`config.mk`:
```
export PLATFORM = sky130hd
export DESIGN_NAME = ir_dsdm_rx
export DESIGN_NICKNAME = d
export VERILOG_FILES = /design/src/rtl/ir_dsdm_rx.sv
export SDC_FILE = /design/constraint.sdc
export NUM_CORES = 1
export LEC_CHECK = 0
export CORE_ASPECT_RATIO = 0.9
export CORE_MARGIN = 1
export CORE_UTILIZATION = 45
export DETAILED_ROUTE_END_ITERATION = 6
export HOLD_SLACK_MARGIN = 0.06
export PLACE_DENSITY = 0.64
export SKIP_CTS_REPAIR_TIMING = 1
export SYNTH_ARGS = -nofsm -noshare
export SYNTH_HDL_FRONTEND = slang
export SYNTH_SLANG_ARGS = --single-unit
```
`constraint.sdc`:
```
create_clock -name clk -period 3.72 [get_ports clk]
set_input_delay 0.744 -clock clk [delete_from_list [all_inputs] [get_ports clk]]
set_output_delay 0.744 -clock clk [all_outputs]
set_load 0.01 [all_outputs]
```
`src/rtl/ir_dsdm_rx.sv`:
```
// ir_dsdm_rx: IR receive demodulator; detects carrier from sdi edges per ock period
// and samples it once per uck unit into a frame delivered with a one-clk ack.
module ir_dsdm_rx #(
  parameter int FRAME_W  = 160,
  parameter int END_IDLE = 32,
  parameter int SYNC_N   = 2
) (
  input  logic               clk,
  input  logic               rstn,
  input  logic               enable,
  input  logic               req,
  input  logic               req_clear,
  input  logic               sdi,
  input  logic               ock,
  input  logic               uck,
  input  logic [31:0]        dsdm_dout_ir_rx_carrier_off,
  output logic               ack,
  output logic [FRAME_W-1:0] frame
);
  localparam int CW = $clog2(FRAME_W + 1);
  localparam int IW = $clog2(END_IDLE + 1);
  typedef enum logic [1:0] {IDLE, ARMED, RX, DONE} state_t;
  state_t             state, state_n;
  logic [SYNC_N:0]    sdi_s, ock_s, uck_s;
  logic               sdi_rise, ock_rise, uck_fall;
  logic               sdi_seen, carrier_on, req_q;
  logic [31:0]        gap, dout;
  logic [FRAME_W-1:0] shreg, shreg_n, frame_n, sh;
  logic [CW-1:0]      count, count_n, cnt_inc;
  logic [IW-1:0]      idle, idle_n, idl_inc;
  // Top bit of each chain is the previous synchronized value, used for edge detection.
  assign sdi_rise = sdi_s[SYNC_N-1] & ~sdi_s[SYNC_N];
  assign ock_rise = ock_s[SYNC_N-1] & ~ock_s[SYNC_N];
  assign uck_fall = ~uck_s[SYNC_N-1] & uck_s[SYNC_N];
  // gap above 7FFFFFFF would make the subtraction wrap; clamp dout at zero instead.
  assign dout = gap[31] ? '0 : 32'h7FFF_FFFF - gap;
  always_ff @(posedge clk or negedge rstn) begin
    if (!rstn) begin
      sdi_s      <= '0;
      ock_s      <= '0;
      uck_s      <= '0;
      gap        <= '0;
      sdi_seen   <= 1'b0;
      carrier_on <= 1'b0;
    end else begin
      sdi_s      <= {sdi_s[SYNC_N-1:0], sdi};
      ock_s      <= {ock_s[SYNC_N-1:0], ock};
      uck_s      <= {uck_s[SYNC_N-1:0], uck};
      carrier_on <= dout >= dsdm_dout_ir_rx_carrier_off;
      if (ock_rise) begin
        gap      <= (sdi_seen | sdi_rise) ? '0 : (&gap ? gap : gap + 32'd1);
        sdi_seen <= 1'b0;
      end else if (sdi_rise) begin
        sdi_seen <= 1'b1;
      end
    end
  end
  assign sh      = {shreg[FRAME_W-2:0], carrier_on};
  assign cnt_inc = count + CW'(1);
  assign idl_inc = carrier_on ? '0 : idle + IW'(1);
  always_comb begin
    state_n = state;
    shreg_n = shreg;
    count_n = count;
    idle_n  = idle;
    frame_n = frame;
    case (state)
      IDLE:  state_n = (req & ~req_q) ? ARMED : IDLE;
      ARMED: if (carrier_on) begin
        state_n = RX;
        shreg_n = '0;
        count_n = '0;
        idle_n  = '0;
      end
      RX: if (uck_fall) begin
        shreg_n = sh;
        count_n = cnt_inc;
        idle_n  = idl_inc;
        if (idl_inc == IW'(END_IDLE)) begin
          state_n = DONE;
          frame_n = sh >> END_IDLE;
        end else if (cnt_inc == CW'(FRAME_W)) begin
          state_n = DONE;
          frame_n = sh;
        end
      end
      default: state_n = IDLE;
    endcase
    if (!enable) begin
      state_n = IDLE;
      frame_n = frame;
    end
    if (req_clear) begin
      state_n = IDLE;
      frame_n = '0;
      shreg_n = '0;
    end
  end
  always_ff @(posedge clk or negedge rstn) begin
    if (!rstn) begin
      state <= IDLE;
      req_q <= 1'b0;
      shreg <= '0;
      count <= '0;
      idle  <= '0;
      frame <= '0;
      ack   <= 1'b0;
    end else begin
      state <= state_n;
      req_q <= req;
      shreg <= shreg_n;
      count <= count_n;
      idle  <= idle_n;
      frame <= frame_n;
      ack   <= state_n == DONE;
    end
  end
endmodule

```
==> impl_summary.txt, run 1 <==
----------------------------------------------------
[Synth]
  Proportion of netlist area held by the largest area contributor ... 0.549
  Post-synth cell types ... 52
  Synthesis-stage register bit count ... between 300 and 400
  Synth Area in Compound Gates ... 0.173
  Synth Warn # ... 0
  Area share of xor/xnor cells in the synthesized design ... 0.0132
  Part of the Yosys area used for sequential elements ... 0.549
  Mux cell area share after synthesis ... 0.0938
  Post-Synthesis Cell Area ... 17300 µm²
  Synthesized-area fraction occupied by and/or/nand/nor cells ... 0.106
  Share of flip-flops with an asynchronous set or reset after synthesis ... 1.00
  Most used flip-flop cell after synthesis ... dfrtp_1
  Adder-Cell Fraction of Synth Area ... 0.0253
  Post-synth EDFFs ... 0
  Net Count, Synth ... 1572
  Gate Count Post-Synth ... 1497
  Average footprint of a synthesized cell ... 11.6 µm²
  Combinational family with the most area after synthesis ... compound AO/OA/AOI/OAI gates
  Dominant cell type by area after synthesis ... dfrtp_1
  Cell types with the largest area share after synthesis ... dfrtp_1, mux2i_1, o2bb2ai_1

[Layout]
  Post-Layout Cell Count ... 2162
  Layout overhead on the synthesized area ... 22.2%
  Antenna diode instance count ... 0
  Final core occ ... 0.563
  Final-stage net count ... roughly 1.7k
  Fraction of final layout cells with drive strength greater than 1 ... 0.0703
  Fill cell instance count of the final layout ... 3188

[GRT]
  Via count of the first global-routing pass ... roughly 13k
  Global-route track usage on met2 ... 0.361
  Global-route wire length before repair ... 70.6 mm
  All-layer global routing usage ... 0.223
  Number of antenna violations at the first check in global routing ... 0
  Grt met3 use ... 0.0469
  Busiest layer in global routing ... met2
  Global routing usage on met1 ... 0.304
  GRT Residual Overflow ... 0
  Maximum number of pins on one net before global-route repair ... 119

[Timing]
  Setup repair after global routing missed its margin ... no
  Number of failing setup endpoints in the final timing report ... 0
  Final max-slew violation count ... 0
  Count of final hold-check violations ... 0
  Final worst path period share ... 0.801
  Transition time at the pin with the least slew margin ... 850 ps
  Final worst-path setup slack ... ~740 ps
  Shortest clock period the worst path allows after layout ... roughly 3000 ps
  Setup TNS ... 0 ps
  Fmax ... approximately 0.34 GHz
  Worst max-slew margin expressed relative to the limit ... 0.432
  Worst-case clock skew ... 13.5 ps

[Placement]
  IO Port Bufs ... 200
  Worst-case setup slack after placement ... 769 ps
  Placed cell count ... 2090
  GP Congestion ... 0.864
  Post-DP HPWL ... around 29 mm

[Critical path]
  Crit path capture type ... register
  Crit path max-delay family ... compound AO/OA/AOI/OAI gates
  Critical Path, Cell by Cell ... ha_1 > and3_1 > and3_1 > o211ai_1 > a22oi_4 > o31ai_4 > buf_12 > o2bb2ai_1
  Largest stage delay on the critical path ... 620 ps
  Worst Path Buf+Inv ... 1
  Slowest CP cell ... o31ai_4
  Max Fanout on Critical Path ... 94
  Data arrival time of the worst path ... 3420 ps
  Kind of critical path ... reg2reg
  Required time reported for the critical path endpoint ... ~4200 ps
  Type of element launching the critical path ... register
  Most frequent cell on the critical path ... and3_1

[Die]
  Height of the chip ... between 150 and 200 µm
  Placement Rows ... 67
  Starting utilization of the core area ... 0.461
  Die Outline Area ... 39300 µm²
  # IOs ... 201
  Chip width ... ~210 µm
  Core footprint ... roughly 38000 µm²

[Power and ir drop]
  Worst IR Drop VDD ... 270 µV
  Net switching share of the total power ... 0.219
  Net Switching ... roughly 1.9 mW
  Flop pwr share ... 0.487
  Standby leakage power ... 10.0 nW
  Pwr/cell area ... about 400 nW/µm²
  Comb pwr share ... 0.039
  Clock network power share ... 0.475
  Cell internal pwr ... 6.68 mW

[Detailed routing]
  Via count normalized by instance count ... 5.80
  Antenna violation net count after detailed routing ... 0
  Via count ... around 13k
  Routed WL ... 43.7 mm
  DRC marker count from the first detailed-route iteration ... roughly 800
  Iteration count of the initial detailed-routing pass ... 5
  Average routed wire per standard cell ... 20.2 µm
  DRC violation count after routing ... 0

[Clocking]
  Htree depth ... 2
  CTS tree ... yes
  Clk_lat worst skew ... 530 ps
  Inserted Clock Buffers ... 41
  Clk pin slew, worst setup/hold paths ... 60 ps
  Number of buffers between clock root and the deepest sink ... 3
  Buffer type at the clock tree root ... clkbuf_16
  Number of sinks on the clock net ... 380

[Outcome]
  Result of the run ... finished clean

[Hold path]
  Hold Crit Class ... in2async

[Flow run]
  Max Cap Violations ... 0

----------------------------------------------------
==> per-layer routing <==
metal,wire length [µm],vias up
li1,-,5805
met1,19100,6340
met2,21000,314
met3,2520,74
met4,1020,0
met5,0,-
==> synthesized netlist by cell type (all sizes together) (5+ instances only) <==
master,count
nand4,29
a21o,13
inv,38
nor3,9
xor2,22
ha,35
buf,40
o31ai,7
and3,13
mux2i,161
o211ai,6
o2bb2ai,127
nand3,23
o21ai,23
nand3b,33
nand2b,35
nand2,25
nor2,176
dfrtp,380
a22o,64
a22oi,98
a21oi,12
nor2b,6
a31oi,5
clkbuf,78
==> logic make-up (layout without fill, tap and decap cells) <==
| logic type | count (synthesis) | count (layout) |
|---|---|---|
| compound gates | 369 | 369 |
| xor+xnor | 26 | 26 |
| mux | 162 | 162 |
| simple gates | 369 | 369 |
| buf+inv | 156 | 338 |
| flops | 380 | 380 |
| fa+ha+maj | 35 | 35 |
==> power by group through the flow <==
stage	Clock (mW)	Sequential (mW)	Combinational, mW
CTS	4.14	4.16	0.338
finish	4.06	4.16	0.330
floorplan	0	4.24	0.153
detailed placement	0	4.24	0.338
global route	4.32	4.16	0.374
global placement	0	4.24	0.328
==> per-stage QoR <==
stage	power (mW)	hold WS, ps	area [µm²]
after floorplan	4.39	331	17300
after global placement	4.57	331	19800
after detailed placement	4.58	335	19800
after CTS	8.65	193	21100
after global routing	8.86	204	21100
final	8.55	162	21100
==> sequential cells by signal (all words and copies together) (netlist names) <==
register and count:
gap 32, uck_s 3, ock_s 3, frame 160
state 2, count 8, shreg 159, sdi_seen 1
req_q 1, carrier_on 1, idle 6, ack 1
sdi_s 3
==> cells in the final DEF, fill, tap and decap left out, types with 7 or more instances in the layout <==
cell type          n
a21o_1            13
dfrtp_1          380
ha_1              35
o2bb2ai_2         10
nand2_1           25
o21ai_0           22
a22oi_1           97
clkbuf_1           7
nand3_1           23
nand2b_1          35
nand3b_1          33
clkinv_2           7
clkbuf_8          12
clkdlybuf4s50_1  198
and3_1            13
nor3_1             8
nand4_1           29
inv_1             38
a22o_1            64
buf_4             17
nor2_1           174
mux2i_1          161
buf_12            12
xor2_1            22
a21oi_1           12
o2bb2ai_1        117
clkbuf_16         43
==> worst reg2reg max path: stages (launching register included) <==
cell	delay (ps)
dfrtp_1	450
ha_1	290
and3_1	210
and3_1	190
o211ai_1	250
a22oi_4	170
o31ai_4	620
buf_12	470
o2bb2ai_1	250
==> cell type report <==
class	instances	area [µm²]	area share
Timing Repair Buffer	228	2360	0.112
Clock buffer	62	1270	0.0599
Clock inverter	10	82.6	0.00390
Multi-Input combinational cell	961	7180	0.339
Tap cell	483	604	0.0286
Inverter	38	143	0.00674
Sequential cell	380	9510	0.450
==> final timing paths <==
path | startpoint | cells past startpoint | to | slack, ps
worst max-delay path | count[0] | 8 | frame[17] | 740
worst min-delay path | rstn | 1 | frame[133] | 160
worst max register to register | count[0] | 8 | frame[17] | 740
worst min register to register | ock_s[0] | 0 | ock_s[1] | 350
max in group asynchronous | rstn | 2 | frame[33] | 2600
min in group clk | ock_s[0] | 0 | ock_s[1] | 350
Note: power is estimated with default switching activity, not from simulation.
==> inputs of run 2 (changes only) <==
PLACE_DENSITY = 0.67   (was 0.64)
clock period = 2.6 ns   (was 3.72 ns; I/O delays follow)
==> impl_summary.txt, run 2 (synthesized netlist as in run 1, its figures left out) <==
----------------------------------------------------
[Outcome]
  Result of the run ... finished clean

[Critical path]
  Data arrival time of the worst path ... 2890 ps (-530 ps)
  Required time reported for the critical path endpoint ... 2990 ps (-1180 ps)
  Kind of critical path ... reg2reg
  Critical Path, Cell by Cell ... ha_2 > nand3_1 > or4_4 > a22oi_4 > o31ai_4 > buf_4 > clkbuf_16 > o2bb2ai_1
  Max Fanout on Critical Path ... 36 (-62%)
  Crit path capture type ... register
  Largest stage delay on the critical path ... 520 ps (-100 ps)
  Slowest CP cell ... or4_4
  Type of element launching the critical path ... register

[Die]
  Core footprint ... 37600 µm² (unchanged)
  Chip width ... 209 µm (unchanged)
  # IOs ... 201 (unchanged)
  Height of the chip ... 188 µm (unchanged)
  Placement Rows ... 67 (unchanged)
  Die Outline Area ... 39300 µm² (unchanged)
  Starting utilization of the core area ... 0.461 (unchanged)

[Clocking]
  Htree depth ... 2 (unchanged)
  Clk_lat worst skew ... 520 ps (about the same)
  Buffer type at the clock tree root ... clkbuf_16
  CTS tree ... yes
  Inserted Clock Buffers ... 42 (+2.4%)
  Number of buffers between clock root and the deepest sink ... 3 (unchanged)
  Number of sinks on the clock net ... 380 (unchanged)
  Clk pin slew, worst setup/hold paths ... 60 ps (about the same)

[Timing]
  Final worst-path setup slack ... 100 ps (-642 ps)
  Final worst path period share ... 0.961 (+0.161)
  Setup TNS ... 0 ps (unchanged)
  Setup repair after global routing missed its margin ... no
  Count of final hold-check violations ... 0 (unchanged)
  Number of failing setup endpoints in the final timing report ... 0 (unchanged)
  Final max-slew violation count ... 0 (unchanged)
  Worst max-slew margin expressed relative to the limit ... 0.547 (+0.115)
  Transition time at the pin with the least slew margin ... 679 ps (-170 ps)
  Worst-case clock skew ... 10.3 ps (-3.20 ps)
  Fmax ... 0.400 GHz (+19%)
  Shortest clock period the worst path allows after layout ... 2500 ps (-478 ps)

[Hold path]
  Hold Crit Class ... in2reg

[Detailed routing]
  Routed WL ... 43.6 mm (-0.12%)
  Via count ... 12.7k (+0.96%)
  Iteration count of the initial detailed-routing pass ... 6 (+1)
  DRC marker count from the first detailed-route iteration ... 883 (+9.8%)
  Via count normalized by instance count ... 5.77 (-0.38%)
  Antenna violation net count after detailed routing ... 0 (unchanged)
  DRC violation count after routing ... 0 (unchanged)
  Average routed wire per standard cell ... 19.9 µm (-1.4%)

[GRT]
  Via count of the first global-routing pass ... 12.5k (+0.20%)
  Number of antenna violations at the first check in global routing ... 0 (unchanged)
  All-layer global routing usage ... 0.223 (-0.000573)
  GRT Residual Overflow ... 0 (unchanged)
  Global-route wire length before repair ... 70.8 mm (+0.29%)
  Maximum number of pins on one net before global-route repair ... 73 (-39%)

[Layout]
  Final-stage net count ... 1757 (+1.9%)
  Most common cell after layout, fill and taps aside ... dfrtp_1
  Fraction of final layout cells with drive strength greater than 1 ... 0.0837 (+0.0134)
  Commonest non-fill, non-tap cells in the layout ... dfrtp_1, clkdlybuf4s50_1, nor2_1, mux2i_1, o2bb2ai_1
  Layout overhead on the synthesized area ... 23.8%
  Fill cell instance count of the final layout ... 3133 (-1.7%)
  Area used by multi-input combinational logic ... 7180 µm² (about the same)
  Largest regs ... frame x160, shreg x159, gap x32
  Flip-flop count of the largest register after layout ... 160 (unchanged)
  FF+latch area ... 9510 µm² (about the same)
  Antenna diode instance count ... 0 (unchanged)
  Register bank with the most flops ... frame
  Final core occ ... 0.571 (+0.00760)

[Placement]
  Post-DP HPWL ... 29.1 mm (+1.5%)
  Worst-case setup slack after placement ... 86.7 ps (-683 ps)
  GP Congestion ... 0.919 (+6.4%)
  IO Port Bufs ... 200 (unchanged)

[Power and ir drop]
  Pwr/cell area ... 564 nW/µm² (+39%)
  Worst IR Drop VDD ... 431 µV (+59%)
  Standby leakage power ... 10.2 nW (+1.5%)

[Flow run]
  Max Cap Violations ... 0 (unchanged)

----------------------------------------------------
run 2: cell count changes in the layout (fill, tap and decap cells not counted):
cell | previous run | this run
clkbuf_8 | 12 | 4
buf_4 | 17 | 39
buf_12 | 12 | 18
dfrtp_2 | 0 | 2
ha_2 | 0 | 1
clkinv_4 | 1 | 0
clkbuf_1 | 7 | 13
dfrtp_1 | 380 | 378
inv_6 | 1 | 0
clkbuf_16 | 43 | 46
buf_8 | 1 | 2
dlygate4sd3_1 | 0 | 1
ha_1 | 35 | 34
run 2: path summary, 6_finish.rpt:
path	slack, ps	endpoint	startpoint	cells past startpoint
max	100	frame[64]	count[1]	8
min	290	shreg[158]	req_clear	2
max reg2reg	100	frame[64]	count[1]	8
min reg2reg	350	uck_s[1]	uck_s[0]	0
max in group asynchronous	1270	gap[31]	rstn	3
min in group asynchronous	500	frame[132]	rstn	2
run 2: per-stage QoR:
stage / area, µm² / power, mW / std cells / hold slack [ps]
after floorplan: 17300 / 6.28 / 1497 / 224
after global placement: 20100 / 6.55 / 2113 / 333
after detailed placement: 20100 / 6.56 / 2113 / 340
after CTS: 21400 / 12.2 / 2183 / -92.7
after global routing: 21400 / 12.5 / 2191 / 298
final: 21400 / 12.1 / 2191 / 288
run 2: power breakdown:
part | internal, mW | total [mW] | switching (mW)
Clock | 3.35 | 5.62 | 2.27
Combinational | 0.174 | 0.494 | 0.320
Sequential | 5.94 | 5.96 | 0.0236
Total | 9.46 | 12.1 | 2.62
run 2: area by class of cell:
type                            count  area share
Tap cell                          483      0.0282
Clock inverter                      8     0.00304
Sequential cell                   380       0.444
Multi-Input combinational cell    961       0.335
Timing Repair Buffer              259       0.126
Clock buffer                       62      0.0574
Inverter                           38     0.00665
run 2: critical path: cells and delay by family, from the launching register on:
family	cells	cell delay [ps]
compound gates	3	580
buf+inv	2	360
flops	1	450
simple gates	2	670
fa+ha+maj	1	270
run 2: routing by layer:
metal	part of all wire	vias up	track usage
li1	-	5850	-
met1	0.44	6458	0.304
met2	0.49	290	0.368
met3	0.055	55	0.0464
met4	0.018	0	0.0458
met5	0	-	0
